--- config.mk ---
export PLATFORM = sky130hd
export DESIGN_NAME = blinky_sequencer
export DESIGN_NICKNAME = d
export VERILOG_FILES = /design/src/rtl/blinky_sequencer.sv
export SDC_FILE = /design/constraint.sdc
export NUM_CORES = 1
export LEC_CHECK = 0
export ABC_AREA = 0
export BUFFER_PORTS_ARGS = -buffer_cell sky130_fd_sc_hd__buf_2
export CORE_ASPECT_RATIO = 0.8
export CORE_UTILIZATION = 40
export CTS_CLUSTER_DIAMETER = 120
export DETAILED_ROUTE_END_ITERATION = 7
export PLACE_DENSITY = 0.64
export SETUP_SLACK_MARGIN = 0.15
export SLEW_MARGIN = 20
export SYNTH_ARGS = -nofsm -noshare
export SYNTH_HDL_FRONTEND = slang
export SYNTH_SLANG_ARGS = --single-unit
--- constraint.sdc ---
create_clock -name clk -period 2.2 [get_ports clk]
set_clock_uncertainty 0.2 [all_clocks]
set_input_delay 0.22 -clock clk [delete_from_list [all_inputs] [get_ports clk]]
set_output_delay 0.22 -clock clk [all_outputs]
set_load 0.005 [all_outputs]
--- src/rtl/blinky_sequencer.sv ---
// LED pattern controller: prescaled step tick, debounced mode button, auto-advance timer,
// and four pattern generators (walk, bounce, binary count, PDM breathe) driving a registered bus.
module blinky_sequencer #(
  parameter int unsigned PRESCALE_W     = 4,
  parameter int unsigned STEPS_PER_MODE = 16
) (
  input  logic       clk,
  input  logic       reset,
  input  logic       mode_btn,
  input  logic       hold,
  input  logic       auto,
  output logic [7:0] led,
  output logic [1:0] mode,
  output logic       tick
);

  typedef enum logic [1:0] {ModeWalk, ModeBounce, ModeCount, ModeBreathe} mode_e;

  localparam logic [7:0] LastStep = 8'(STEPS_PER_MODE - 1);

  logic [PRESCALE_W-1:0] presc_q;
  logic                  sync1_q, sync2_q;
  logic                  db_q, db_d;
  logic [1:0]            stab_q, stab_d;
  logic [7:0]            step_cnt_q, step_cnt_d;
  mode_e                 mode_q, mode_d;
  logic [2:0]            pos_q, pos_d;
  logic                  dir_q, dir_d;
  logic [7:0]            cnt_q, cnt_d;
  logic [4:0]            level_q, level_d;
  logic                  level_dir_q, level_dir_d;
  logic [4:0]            acc_q, acc_d;
  logic [5:0]            pdm_sum;
  logic [7:0]            led_q, led_d;
  logic                  step_en, auto_step, btn_rise, adv_req;

  assign tick = (presc_q == '1) & ~reset;

  // State register
  always_ff @(posedge clk) begin
    if (reset) begin
      presc_q     <= '0;
      sync1_q     <= 1'b0;
      sync2_q     <= 1'b0;
      db_q        <= 1'b0;
      stab_q      <= '0;
      step_cnt_q  <= '0;
      mode_q      <= ModeWalk;
      pos_q       <= '0;
      dir_q       <= 1'b0;
      cnt_q       <= '0;
      level_q     <= '0;
      level_dir_q <= 1'b0;
      acc_q       <= '0;
      led_q       <= '0;
    end else begin
      presc_q     <= presc_q + PRESCALE_W'(1);
      sync1_q     <= mode_btn;
      sync2_q     <= sync1_q;
      db_q        <= db_d;
      stab_q      <= stab_d;
      step_cnt_q  <= step_cnt_d;
      mode_q      <= mode_d;
      pos_q       <= pos_d;
      dir_q       <= dir_d;
      cnt_q       <= cnt_d;
      level_q     <= level_d;
      level_dir_q <= level_dir_d;
      acc_q       <= acc_d;
      led_q       <= led_d;
    end
  end

  // Next-state logic
  always_comb begin
    db_d     = db_q;
    stab_d   = stab_q;
    btn_rise = 1'b0;
    // Stability count only survives while the synchronized input disagrees with the level.
    if (sync2_q == db_q) begin
      stab_d = '0;
    end else if (tick) begin
      if (stab_q == 2'd3) begin
        db_d     = sync2_q;
        stab_d   = '0;
        btn_rise = sync2_q;
      end else begin
        stab_d = stab_q + 2'd1;
      end
    end

    step_en   = tick & ~hold;
    auto_step = step_en & auto;
    adv_req   = btn_rise | (auto_step & (step_cnt_q == LastStep));

    step_cnt_d = step_cnt_q;
    if (adv_req || !auto) begin
      step_cnt_d = '0;
    end else if (auto_step) begin
      step_cnt_d = step_cnt_q + 8'd1;
    end

    pdm_sum     = {1'b0, acc_q} + {1'b0, level_q};
    mode_d      = mode_q;
    pos_d       = pos_q;
    dir_d       = dir_q;
    cnt_d       = cnt_q;
    level_d     = level_q;
    level_dir_d = level_dir_q;
    acc_d       = pdm_sum[4:0];

    if (adv_req) begin
      mode_d      = mode_e'(mode_q + 2'd1);
      pos_d       = '0;
      dir_d       = 1'b0;
      cnt_d       = '0;
      level_d     = '0;
      level_dir_d = 1'b0;
      acc_d       = '0;
    end else if (step_en) begin
      case (mode_q)
        ModeWalk:   pos_d = pos_q + 3'd1;
        ModeBounce: begin
          if (!dir_q) begin
            pos_d = pos_q + 3'd1;
            if (pos_d == 3'd7) dir_d = 1'b1;
          end else begin
            pos_d = pos_q - 3'd1;
            if (pos_d == 3'd0) dir_d = 1'b0;
          end
        end
        ModeCount:  cnt_d = cnt_q + 8'd1;
        ModeBreathe: begin
          if (!level_dir_q) begin
            level_d = level_q + 5'd1;
            if (level_d == 5'd31) level_dir_d = 1'b1;
          end else begin
            level_d = level_q - 5'd1;
            if (level_d == 5'd0) level_dir_d = 1'b0;
          end
        end
        default: ;
      endcase
    end
  end

  // Output logic
  always_comb begin
    case (mode_d)
      ModeWalk, ModeBounce: led_d = 8'd1 << pos_d;
      ModeCount:            led_d = cnt_d;
      default:              led_d = adv_req ? 8'h00 : {8{pdm_sum[5]}};
    endcase
  end

  assign led  = led_q;
  assign mode = mode_q;

endmodule

==> summary.md, run 1 <==
| Metric | Value |
|---|---|
| Clk pin slew, worst setup/hold paths | `0.10 ns` |
| Synthesized area | `around 2600 um2` |
| Final Hold Viols | `0` |
| Hold depth | `3` |
| Gpl congestion | `around 0.8` |
| Slew Limit Fails | `0` |
| CTS tree | `built` |
| Pleak | `~0.0015 uW` |
| Die H | `74.6 um` |
| HP Start | `auto` |
| Worst Hold Class | `input port to register` |
| Relative slew slack | `77.5%` |
| Nets@finish | `approximately 390` |
| Sequential-to-total area share from yosys stat | `approximately two fifths` |
| #FFs+latches synth | `50` |
| Synth unique cells | `50` |
| Synth area leaders | `dfxtp_1, ha_1, nor2_1, xnor2_1, xor2_1` |
| DR vias | `roughly 2,300` |
| Die Footprint | `about 6900 um2` |
| CTS Sinks | `50` |
| Sw Share | `roughly a fifth` |
| Synthesis Warnings | `0` |
| Syn-to-layout area delta | `39.0%` |
| Crit path DAT | `roughly 2.3 ns` |
| Drc violations | `1` |
| Max Cap Viol | `0` |
| Critical-path top delay cell | `or4_1` |
| Comb power frac | `between 3 and 4%` |
| PD cells | `between 400 and 500 nW/um2` |
| Crit path time final | `~2.3 ns` |
| Pre-Repair DR Iteration Count | `7` |
| Post-synth ARST share | `0%` |
| Post-DRT Antenna Nets | `0` |
| Worst-skew pair later-pin latency | `around 0.30 ns` |
| Total track usage | `between 10% and 20%` |
| Hpwl dp | `4380 um` |
| Core area | `6380 um2` |
| Worst reg2reg startpoint | `mode[1]$_SDFF_PP0_` |
| Primary FF master, synth | `dfxtp_1` |
| Critical path class | `register to register` |
| Detailed router's first-iteration violation count | `117` |
| Worst path required time | `2.23 ns` |
| Net Sw Power | `351 uW` |
| Clk buf depth | `2` |
| # fillers | `roughly 590` |
| I/O pin count | `16` |
| Syn avg cell area | `around 9 um2` |
| Final WL | `~6500 um` |
| Number of synthesized flops with an enable pin | `0` |
| Grt ovf | `0` |
| Worst VDD drop | `about 230 uV` |
| R2R depth | `8` |
| Initial Utilization | `roughly 41%` |
| Top-area cell type share of the netlist area | `about two fifths` |
| CP startpoint kind | `register` |
| Inserted Clock Buffers | `5` |
| Hold path endpoint | `step_cnt_q[5]$_SDFFE_PP0P_` |
| Synth Net Count | `320` |
| R2R setup slack | `-0.06 ns` |
| Wire length per cell | `14.5 um` |
| RSZ-0062 raised after global routing | `true` |
| Die X | `a little over 90 um` |
| Setup crit end kind | `register` |
| PortBufs | `15` |
| Clock Power Share | `between 40% and 50%` |
| Power Internal | `1420 uW` |
| Setup slack after layout | `-0.0615 ns` |
| Vias/cell | `approximately 5.1` |
| First-pass GRT wire length | `about 10000 um` |
| Worst slack, placed | `-0.0866 ns` |
| CP Cell Sequence | `inv_4, ha_4, a31oi_4, nor4_4, o32ai_4, or2_4, or4_1, a31oi_1` |
| Vias in the first global route | `between 2,000 and 2,500` |
| Reg2reg end | `led[4]$_SDFF_PP0_` |
| Row count | `26` |
| Root buffer cell | `clkbuf_8` |
| Final worst path period share | `103%` |
| Yosys top cell by area | `dfxtp_1` |
| Post-synthesis instance total | `293` |
| Crit Path Max Fanout | `6` |
| Crit-path max cell delay | `between 0.3 and 0.4 ns` |
| Initial antenna violation count | `0` |
| Reg power frac | `approximately 52%` |
| Status | `finished, violations left` |
| Violated checks | `DRC, setup timing` |
| Htree depth | `2` |
| Setup_tns | `-0.0737 ns` |
| Layout cells sized above 1 | `approximately 37%` |
| Largest net degree at the start of global routing | `23` |
| Antenna cells | `0` |
| Fmax | `442 MHz` |
| Worst slew pin tran | `0.338 ns` |
| Final setup vio count | `2` |
==> stage by stage <==
stage / hold slack, ns / total power, uW / cells / instance area, um2 / utilization [%]
finish: 0.0791 / 1770 / 445 / 3660 / 57.4
global route: 0.0797 / 1830 / 445 / 3660 / 57.4
CTS: 0.0704 / 1790 / 432 / 3390 / 53.2
detailed placement: 0.257 / 991 / 417 / 3060 / 48.0
global placement: 0.234 / 988 / 417 / 3060 / 48.0
floorplan: 0.148 / 964 / 293 / 2660 / -
==> cells in the final DEF, fill, tap and decap left out, types with 8 or more instances in the layout <==
| master | n |
|---|---|
| buf_2 | 15 |
| nand2_1 | 15 |
| ha_1 | 16 |
| dfxtp_1 | 43 |
| buf_4 | 45 |
| nor2_1 | 33 |
| xor2_1 | 15 |
| a31oi_1 | 8 |
| a21oi_1 | 8 |
| xnor2_1 | 14 |
==> state kept, by name, summed over array words and instances (netlist names) <==
signal / cells
stab_q: 2
sync2_q: 1
cnt_q: 8
sync1_q: 1
presc_q: 4
level_dir_q: 1
step_cnt_q: 8
acc_q: 5
dir_q: 1
level_q: 5
pos_q: 3
led: 8
mode: 2
db_q: 1
==> power groups by stage <==
stage	Sequential, uW	Combinational (uW)	Clock [uW]
floorplan	939	24.8	0
global placement	939	49.5	0
detailed placement	940	50.8	0
CTS	919	53.3	814
global route	918	62.4	854
finish	916	57.5	800
==> worst max-delay path: cells and delay by family, from the launching register on <==
family	cells	cell delay (ns)
fa+ha+maj	1	0.17
buf+inv	1	0.07
compound gates	3	0.40
flops	1	0.34
simple gates	3	1.00
==> how the worst max path moves through the flow <==
stage | start | end | slack (ns) | cells past startpoint
global route | pos_q[0]$_SDFF_PP0_ | led[4]$_SDFF_PP0_ | -0.15 | 8
CTS | mode[1]$_SDFF_PP0_ | led[4]$_SDFF_PP0_ | -0.06 | 8
global placement | presc_q[1]$_SDFF_PP0_ | led[7]$_SDFF_PP0_ | -0.03 | 8
finish | mode[1]$_SDFF_PP0_ | led[4]$_SDFF_PP0_ | -0.06 | 8
floorplan | presc_q[1]$_SDFF_PP0_ | led[4]$_SDFF_PP0_ | -0.009 | 8
detailed placement | pos_q[1]$_SDFF_PP0_ | led[4]$_SDFF_PP0_ | -0.09 | 8
==> per-layer routing <==
metal / share of wire (%) / GRT usage [%] / routed length [um] / vias up
li1: - / - / - / 1150
met1: 49 / 25.9 / 3160 / 1089
met2: 48 / 29.7 / 3100 / 27
met3: 2.6 / 3.68 / 166 / 4
met4: 0.68 / 2.39 / 44 / 0
met5: 0 / 0 / 0 / -
==> cells in the mapped netlist (4+ instances only) <==
master and instances:
nor2b_1 5, xnor2_1 17, o21ai_0 7, xor2_1 15
clkbuf_1 6, nor3_1 8, nand2b_1 7, mux2i_1 4
nand2_1 18, a21oi_1 11, or3_1 6, inv_1 10
dfxtp_1 50, and3_1 5, nand3_1 8, nand4_1 5
nor2_1 40, a31oi_1 10, ha_1 21
==> timing repair <==
| action | 4_1_cts | 5_1_grt |
|---|---|---|
| hold buffers | 1 | 0 |
| endpoints found under the hold margin | 1 | 0 |
| setup endpoints to repair | 17 | 26 |
| gates resized for setup | 30 | 40 |
| buffers inserted | 6 | 14 |
| pin swaps | 13 | 20 |
| cloned | 0 | 0 |
==> logic make-up (layout without fill, tap and decap cells) <==
family / Yosys count / after routing / share of synthesized area, %
compound gates: 43 / 43 / 10.8
xor+xnor: 32 / 32 / 10.6
fa+ha+maj: 22 / 22 / 10.7
buf+inv: 20 / 88 / 3.23
flops: 50 / 50 / 38.0
mux: 4 / 4 / 1.52
simple gates: 122 / 122 / 25.1
==> final cells by class <==
| type | instances | area, um2 | area share (%) |
|---|---|---|---|
| Multi-Input combinational cell | 223 | 1830 | 49.9 |
| Clock buffer | 6 | 82.6 | 2.25 |
| Sequential cell | 50 | 1010 | 27.7 |
| Clock inverter | 2 | 60.1 | 1.64 |
| Inverter | 11 | 51.3 | 1.40 |
| Timing Repair Buffer | 69 | 522 | 14.2 |
| Tap cell | 84 | 105 | 2.87 |
Power figures use the tool's default switching activity.
==> run 2: changes to the inputs <==
--- a/config.mk
+++ b/config.mk
@@ -11,9 +11,9 @@
 export CORE_UTILIZATION = 40
 export CTS_CLUSTER_DIAMETER = 120
 export DETAILED_ROUTE_END_ITERATION = 7
+export MAX_ROUTING_LAYER = met4
 export PLACE_DENSITY = 0.64
 export SETUP_SLACK_MARGIN = 0.15
-export SLEW_MARGIN = 20
 export SYNTH_ARGS = -nofsm -noshare
 export SYNTH_HDL_FRONTEND = slang
 export SYNTH_SLANG_ARGS = --single-unit
==> run 2 against run 1 <==
The run still ends with DRC, setup timing left. Clock power barely moved. Setup slack got worse by 0.00065 ns. Flip-flop and latch count did not move. Largest cell class unchanged.
==> summary.md, run 2 (synthesized netlist as in run 1, its figures left out) <==
| Metric | Value |
|---|---|
| Status | `finished, violations left` |
| Violated checks | `DRC, setup timing` |
| Final Hold Viols | `0` |
| Wire length per cell | `between 10 and 15 um` |
| Final worst path period share | `103%` |
| Gpl congestion | `between 0.8 and 0.9` |
| Setup crit end kind | `register` |
| Final Util | `a little under three fifths` |
| Crit path time final | `~2.3 ns` |
| I/O pin count | `16` |
| Die X | `92.7 um` |
| Inserted Clock Buffers | `5` |
| Critical path class | `register to register` |
| Post-DRT Antenna Nets | `0` |
| Fmax | `around 440 MHz` |
| Pre-Repair DR Iteration Count | `6` |
| Clk buf depth | `2` |
| Row count | `26` |
| RSZ-0062 raised after global routing | `true` |
| Slew Limit Fails | `0` |
| Initial Utilization | `~41%` |
| CP startpoint kind | `register` |
| Vias in the first global route | `2,080` |
| Final setup vio count | `2` |
| # fillers | `roughly 600` |
| Total track usage | `a little under a fifth` |
| Setup_tns | `-0.0716 ns` |
| Worst path required time | `approximately 2.2 ns` |
| Layout cells sized above 1 | `a little under two fifths` |
| Pleak | `about 0.0015 uW` |
| Die Footprint | `6920 um2` |
| Relative slew slack | `77.2%` |
| CTS Sinks | `50` |
| PortBufs | `15` |
| Worst Hold Class | `input port to register` |
| Drc violations | `1` |
| R2R setup slack | `-0.06 ns` |
| First-pass GRT wire length | `roughly 10000 um` |
| Initial antenna violation count | `0` |
| Most frequent cells in the layout | `buf_4, dfxtp_1, nor2_1` |
| Crit path DAT | `around 2.3 ns` |
| Hpwl dp | `4380 um` |
| Worst slew pin tran | `between 0.3 and 0.4 ns` |
| Detailed router's first-iteration violation count | `between 100 and 150` |
| Syn-to-layout area delta | `39.0%` |
| Max Cap Viol | `0` |
| Clk pin slew, worst setup/hold paths | `roughly 0.1 ns` |
| Post-layout power | `around 1800 uW` |
| Core area | `between 6000 and 7000 um2` |
| Worst-skew pair later-pin latency | `~0.3 ns` |
| Root buffer cell | `clkbuf_8` |
| Largest net degree at the start of global routing | `23` |
| Most common cell after layout, fill and taps aside | `buf_4` |
| Vias/cell | `between 5 and 6` |
| Final WL | `between 6000 and 7000 um` |
| Dpl cells | `about 420` |
| Htree depth | `2` |
| Crit Path Max Fanout | `6` |
| Grt ovf | `0` |
| DR vias | `about 2,300` |
| Antenna cells | `0` |
| Post-Layout Cell Count | `roughly 450` |
| PD cells | `approximately 480 nW/um2` |
| Worst VDD drop | `~230 uV` |
| Setup slack after layout | `-0.0622 ns` |
| CTS tree | `built` |
| Nets@finish | `approximately 390` |
| Die H | `around 75 um` |
run 2: cell counts in the layout (fill, tap and decap cells not counted):
Identical to the previous run, type by type.
run 2: metal layers:
layer  vias up  GRT usage [%]  part of all wire, %  routed length [um]
li1       1150              -                    -                   -
met1      1080           26.1                   49                3150
met2        24           29.6                   48                3100
met3         4           3.68                  2.6                 166
met4         0           2.39                 0.68                  44
met5         -              -                    0                   0
run 2: worst paths after layout:
check,from,end,cells after the start
min reg2reg,sync1_q$_SDFF_PP0_,sync2_q$_SDFF_PP0_,1
max reg2reg,mode[1]$_SDFF_PP0_,led[4]$_SDFF_PP0_,8
min,auto,step_cnt_q[5]$_SDFFE_PP0P_,3
max,mode[1]$_SDFF_PP0_,led[4]$_SDFF_PP0_,8
run 2: critical path, cell delays in order (launching register included):
cell and delay (ns):
dfxtp_2 0.34, inv_4 0.07, ha_4 0.17, a31oi_4 0.10, nor4_4 0.33, o32ai_4 0.15, or2_4 0.28, or4_1 0.39
a31oi_1 0.15
run 2: cell type report:
| cell class | instances | area (um2) | share of cell area [%] |
|---|---|---|---|
| clock inverters | 2 | 60.1 | 1.64 |
| well taps | 84 | 105 | 2.87 |
| repair buffers | 69 | 522 | 14.2 |
| multi-input cells | 223 | 1830 | 49.9 |
| clock buffers | 6 | 82.6 | 2.25 |
| inverters | 11 | 51.3 | 1.40 |
| flip-flops and latches | 50 | 1010 | 27.7 |
run 2: repair_timing:
item,in CTS,in global routing
setup buffers,6,14
hold endpoints to repair,1,0
hold buffers,1,0
pin swaps,13,20
endpoints found under the setup margin,17,26
resized for setup,30,40
run 2: stage by stage:
stage               setup slack [ns]  area, um2  hold slack, ns
floorplan                   -0.00897       2660           0.148
global placement             -0.0283       3060           0.234
detailed placement           -0.0866       3060           0.257
CTS                          -0.0643       3390          0.0704
global route                  -0.147       3660          0.0797
finish                       -0.0622       3660          0.0790
run 2: power by group:
group          internal, uW  total [uW]  switching, uW
logic                  27.3        57.6           30.3
clock network           485         801            316
registers               910         916           6.42
total                  1420        1770            352
==> run 3: changes to the inputs <==
--- a/config.mk
+++ b/config.mk
@@ -12,7 +12,6 @@
 export CTS_CLUSTER_DIAMETER = 120
 export DETAILED_ROUTE_END_ITERATION = 7
 export MAX_ROUTING_LAYER = met4
-export PLACE_DENSITY = 0.64
 export SETUP_SLACK_MARGIN = 0.15
 export SYNTH_ARGS = -nofsm -noshare
 export SYNTH_HDL_FRONTEND = slang
==> run 3 against run 2 <==
The run ends with setup timing left. Global-route usage down 0.37 points. Sequential power about the same. Largest power group unchanged. Combinational power down 8.9%. Design area fell by 1.8%. Power decreased by 8.1%. Final cell count shrank 0.22%. Hold slack improved by 0.013 ns. Non-clock buffer count shrank 1. Register-to-register slack worse by 0.07 ns. Critical endpoint unchanged. Largest cell class unchanged. Critical path depth stayed put. Wire length down 4.3%.
==> summary.md, run 3 (synthesized netlist as in run 1, its figures left out) <==
| Metric | Value |
|---|---|
| Clk buf depth | `2` |
| Setup slack after layout | `-0.133 ns` |
| Inserted Clock Buffers | `5` |
| M3 GR Usage | `3.68%` |
| Violated checks | `setup timing` |
| # fillers | `approximately 570` |
| Vias in the first global route | `2,178` |
| Hpwl dp | `4180 um` |
| Worst VDD drop | `roughly 340 uV` |
| PortBufs | `15` |
| Final WL | `6190 um` |
| Worst path required time | `about 2.2 ns` |
| Syn-to-layout area delta | `36.5%` |
| Largest net degree at the start of global routing | `23` |
| Gpl congestion | `between 0.8 and 0.9` |
| Post-DRT Antenna Nets | `0` |
| PD cells | `approximately 450 nW/um2` |
| Grt ovf | `0` |
| Initial antenna violation count | `0` |
| Pre-Repair DR Iteration Count | `4` |
| Initial Utilization | `approximately 41%` |
| Met1 usage | `between 20% and 30%` |
| Crit Path Max Fanout | `5` |
| Post-Layout Cell Count | `roughly 440` |
| Worst slack, placed | `-0.0745 ns` |
| Htree depth | `2` |
| Critical-path top delay cell | `or4_1` |
| Core area | `approximately 6400 um2` |
| Relative slew slack | `~77%` |
| Pleak | `0.00149 uW` |
| Slew Limit Fails | `0` |
| CP Cell Sequence | `inv_4, ha_4, a31oi_4, nor4_4, o32ai_4, or2_4, or4_1, a31oi_1` |
| Total track usage | `roughly 19%` |
| Crit-path max cell delay | `~0.43 ns` |
| Status | `finished, violations left` |
| Layout cells sized above 1 | `35.8%` |
| Worst-skew pair later-pin latency | `about 0.30 ns` |
| Grt met2 use | `30.8%` |
| Dpl cells | `approximately 420` |
| Busiest grt layer | `met2` |
| Clk pin slew, worst setup/hold paths | `0.09 ns` |
| I/O pin count | `16` |
| Drc violations | `0` |
| DR vias | `about 2,300` |
| Worst Hold Class | `input port to register` |
| Detailed router's first-iteration violation count | `approximately 110` |
| Crit path time final | `between 2 and 2.5 ns` |
| FF/Latch Area | `between 1000 and 1500 um2` |
| Root buffer cell | `clkbuf_8` |
| Max Cap Viol | `0` |
| Nets@finish | `between 300 and 400` |
| RSZ-0062 raised after global routing | `true` |
| Area of the multi-input gates | `around 1800 um2` |
| Antenna cells | `0` |
| Most common cell after layout, fill and taps aside | `buf_4` |
| Die H | `about 75 um` |
| Critical path class | `register to register` |
| First-pass GRT wire length | `9920 um` |
| Final worst path period share | `106%` |
| Setup crit end kind | `register` |
| Final Hold Viols | `0` |
| CTS Sinks | `50` |
| CP startpoint kind | `register` |
| Die Footprint | `about 6900 um2` |
| CTS tree | `built` |
| Crit path DAT | `approximately 2.4 ns` |
| Worst slew pin tran | `about 0.34 ns` |
| Row count | `26` |
| Fmax | `between 400 and 500 MHz` |
| Die X | `92.7 um` |
| Final setup vio count | `2` |
| Wire length per cell | `between 10 and 15 um` |
| Post-layout power | `between 1500 and 2000 uW` |
| Vias/cell | `around 5.1` |
| Most frequent cells in the layout | `buf_4, dfxtp_1, nor2_1` |
-- run 3: cell count changes in the layout (fill, tap and decap cells not counted), sizes merged --
cell / before / now
nand2: 19 / 20
buf: 68 / 67
bufinv: 2 / 1
-- run 3: power breakdown --
group / switching [uW] / total (uW) / internal [uW]
clock: 298 / 663 / 364
combinational: 28.3 / 52.5 / 24.2
sequential: 6.07 / 916 / 910
total: 333 / 1630 / 1300
-- run 3: through the flow --
step	setup TNS (ns)	utilization, %	area (um2)	hold WS [ns]
3_3_place_gp	-0.0103	48.2	3070	0.230
2_1_floorplan	-0.00897	-	2660	0.148
3_5_place_dp	-0.160	48.2	3070	0.235
5_1_grt	-0.621	56.4	3590	0.101
6_report	-0.183	56.4	3590	0.0917
4_1_cts	-0.0327	52.6	3360	0.161
-- run 3: layout make-up --
cell class              count  share of cell area (%)
multi-input cells         224                    50.3
flip-flops and latches     50                    28.2
repair buffers             68                    14.1
well taps                  84                    2.92
clock buffers               6                    2.30
inverters                  11                    1.36
clock inverters             1                   0.835
-- run 3: worst max-delay path, delay by kind of cell (launching register included) --
family | cells | cell delay, ns
buf+inv | 1 | 0.06
fa+ha+maj | 1 | 0.16
simple gates | 3 | 1.05
compound gates | 3 | 0.41
flops | 1 | 0.38
-- run 3: layer usage --
| layer | part of all wire, % | up-vias |
|---|---|---|
| li1 | - | 1155 |
| met1 | 49 | 1075 |
| met2 | 47 | 35 |
| met3 | 3.2 | 4 |
| met4 | 0.53 | 0 |
| met5 | 0 | - |
-- run 3: path summary, 6_finish.rpt --
check | start | end | slack [ns] | cells after the start
setup reg to reg | pos_q[0]$_SDFF_PP0_ | led[4]$_SDFF_PP0_ | -0.13 | 8
setup / recovery | pos_q[0]$_SDFF_PP0_ | led[4]$_SDFF_PP0_ | -0.13 | 8
hold reg to reg | sync1_q$_SDFF_PP0_ | sync2_q$_SDFF_PP0_ | 0.26 | 1
hold / removal | auto | step_cnt_q[3]$_SDFFE_PP0P_ | 0.09 | 3
-- run 3: repair_timing --
action | 4_1_cts | 5_1_grt
cloned | 0 | 1
pin swaps | 13 | 16
endpoints found under the hold margin | 1 | 0
resized for setup | 28 | 32
setup buffers | 3 | 14
endpoints found under the setup margin | 13 | 33
hold buffers | 1 | 0
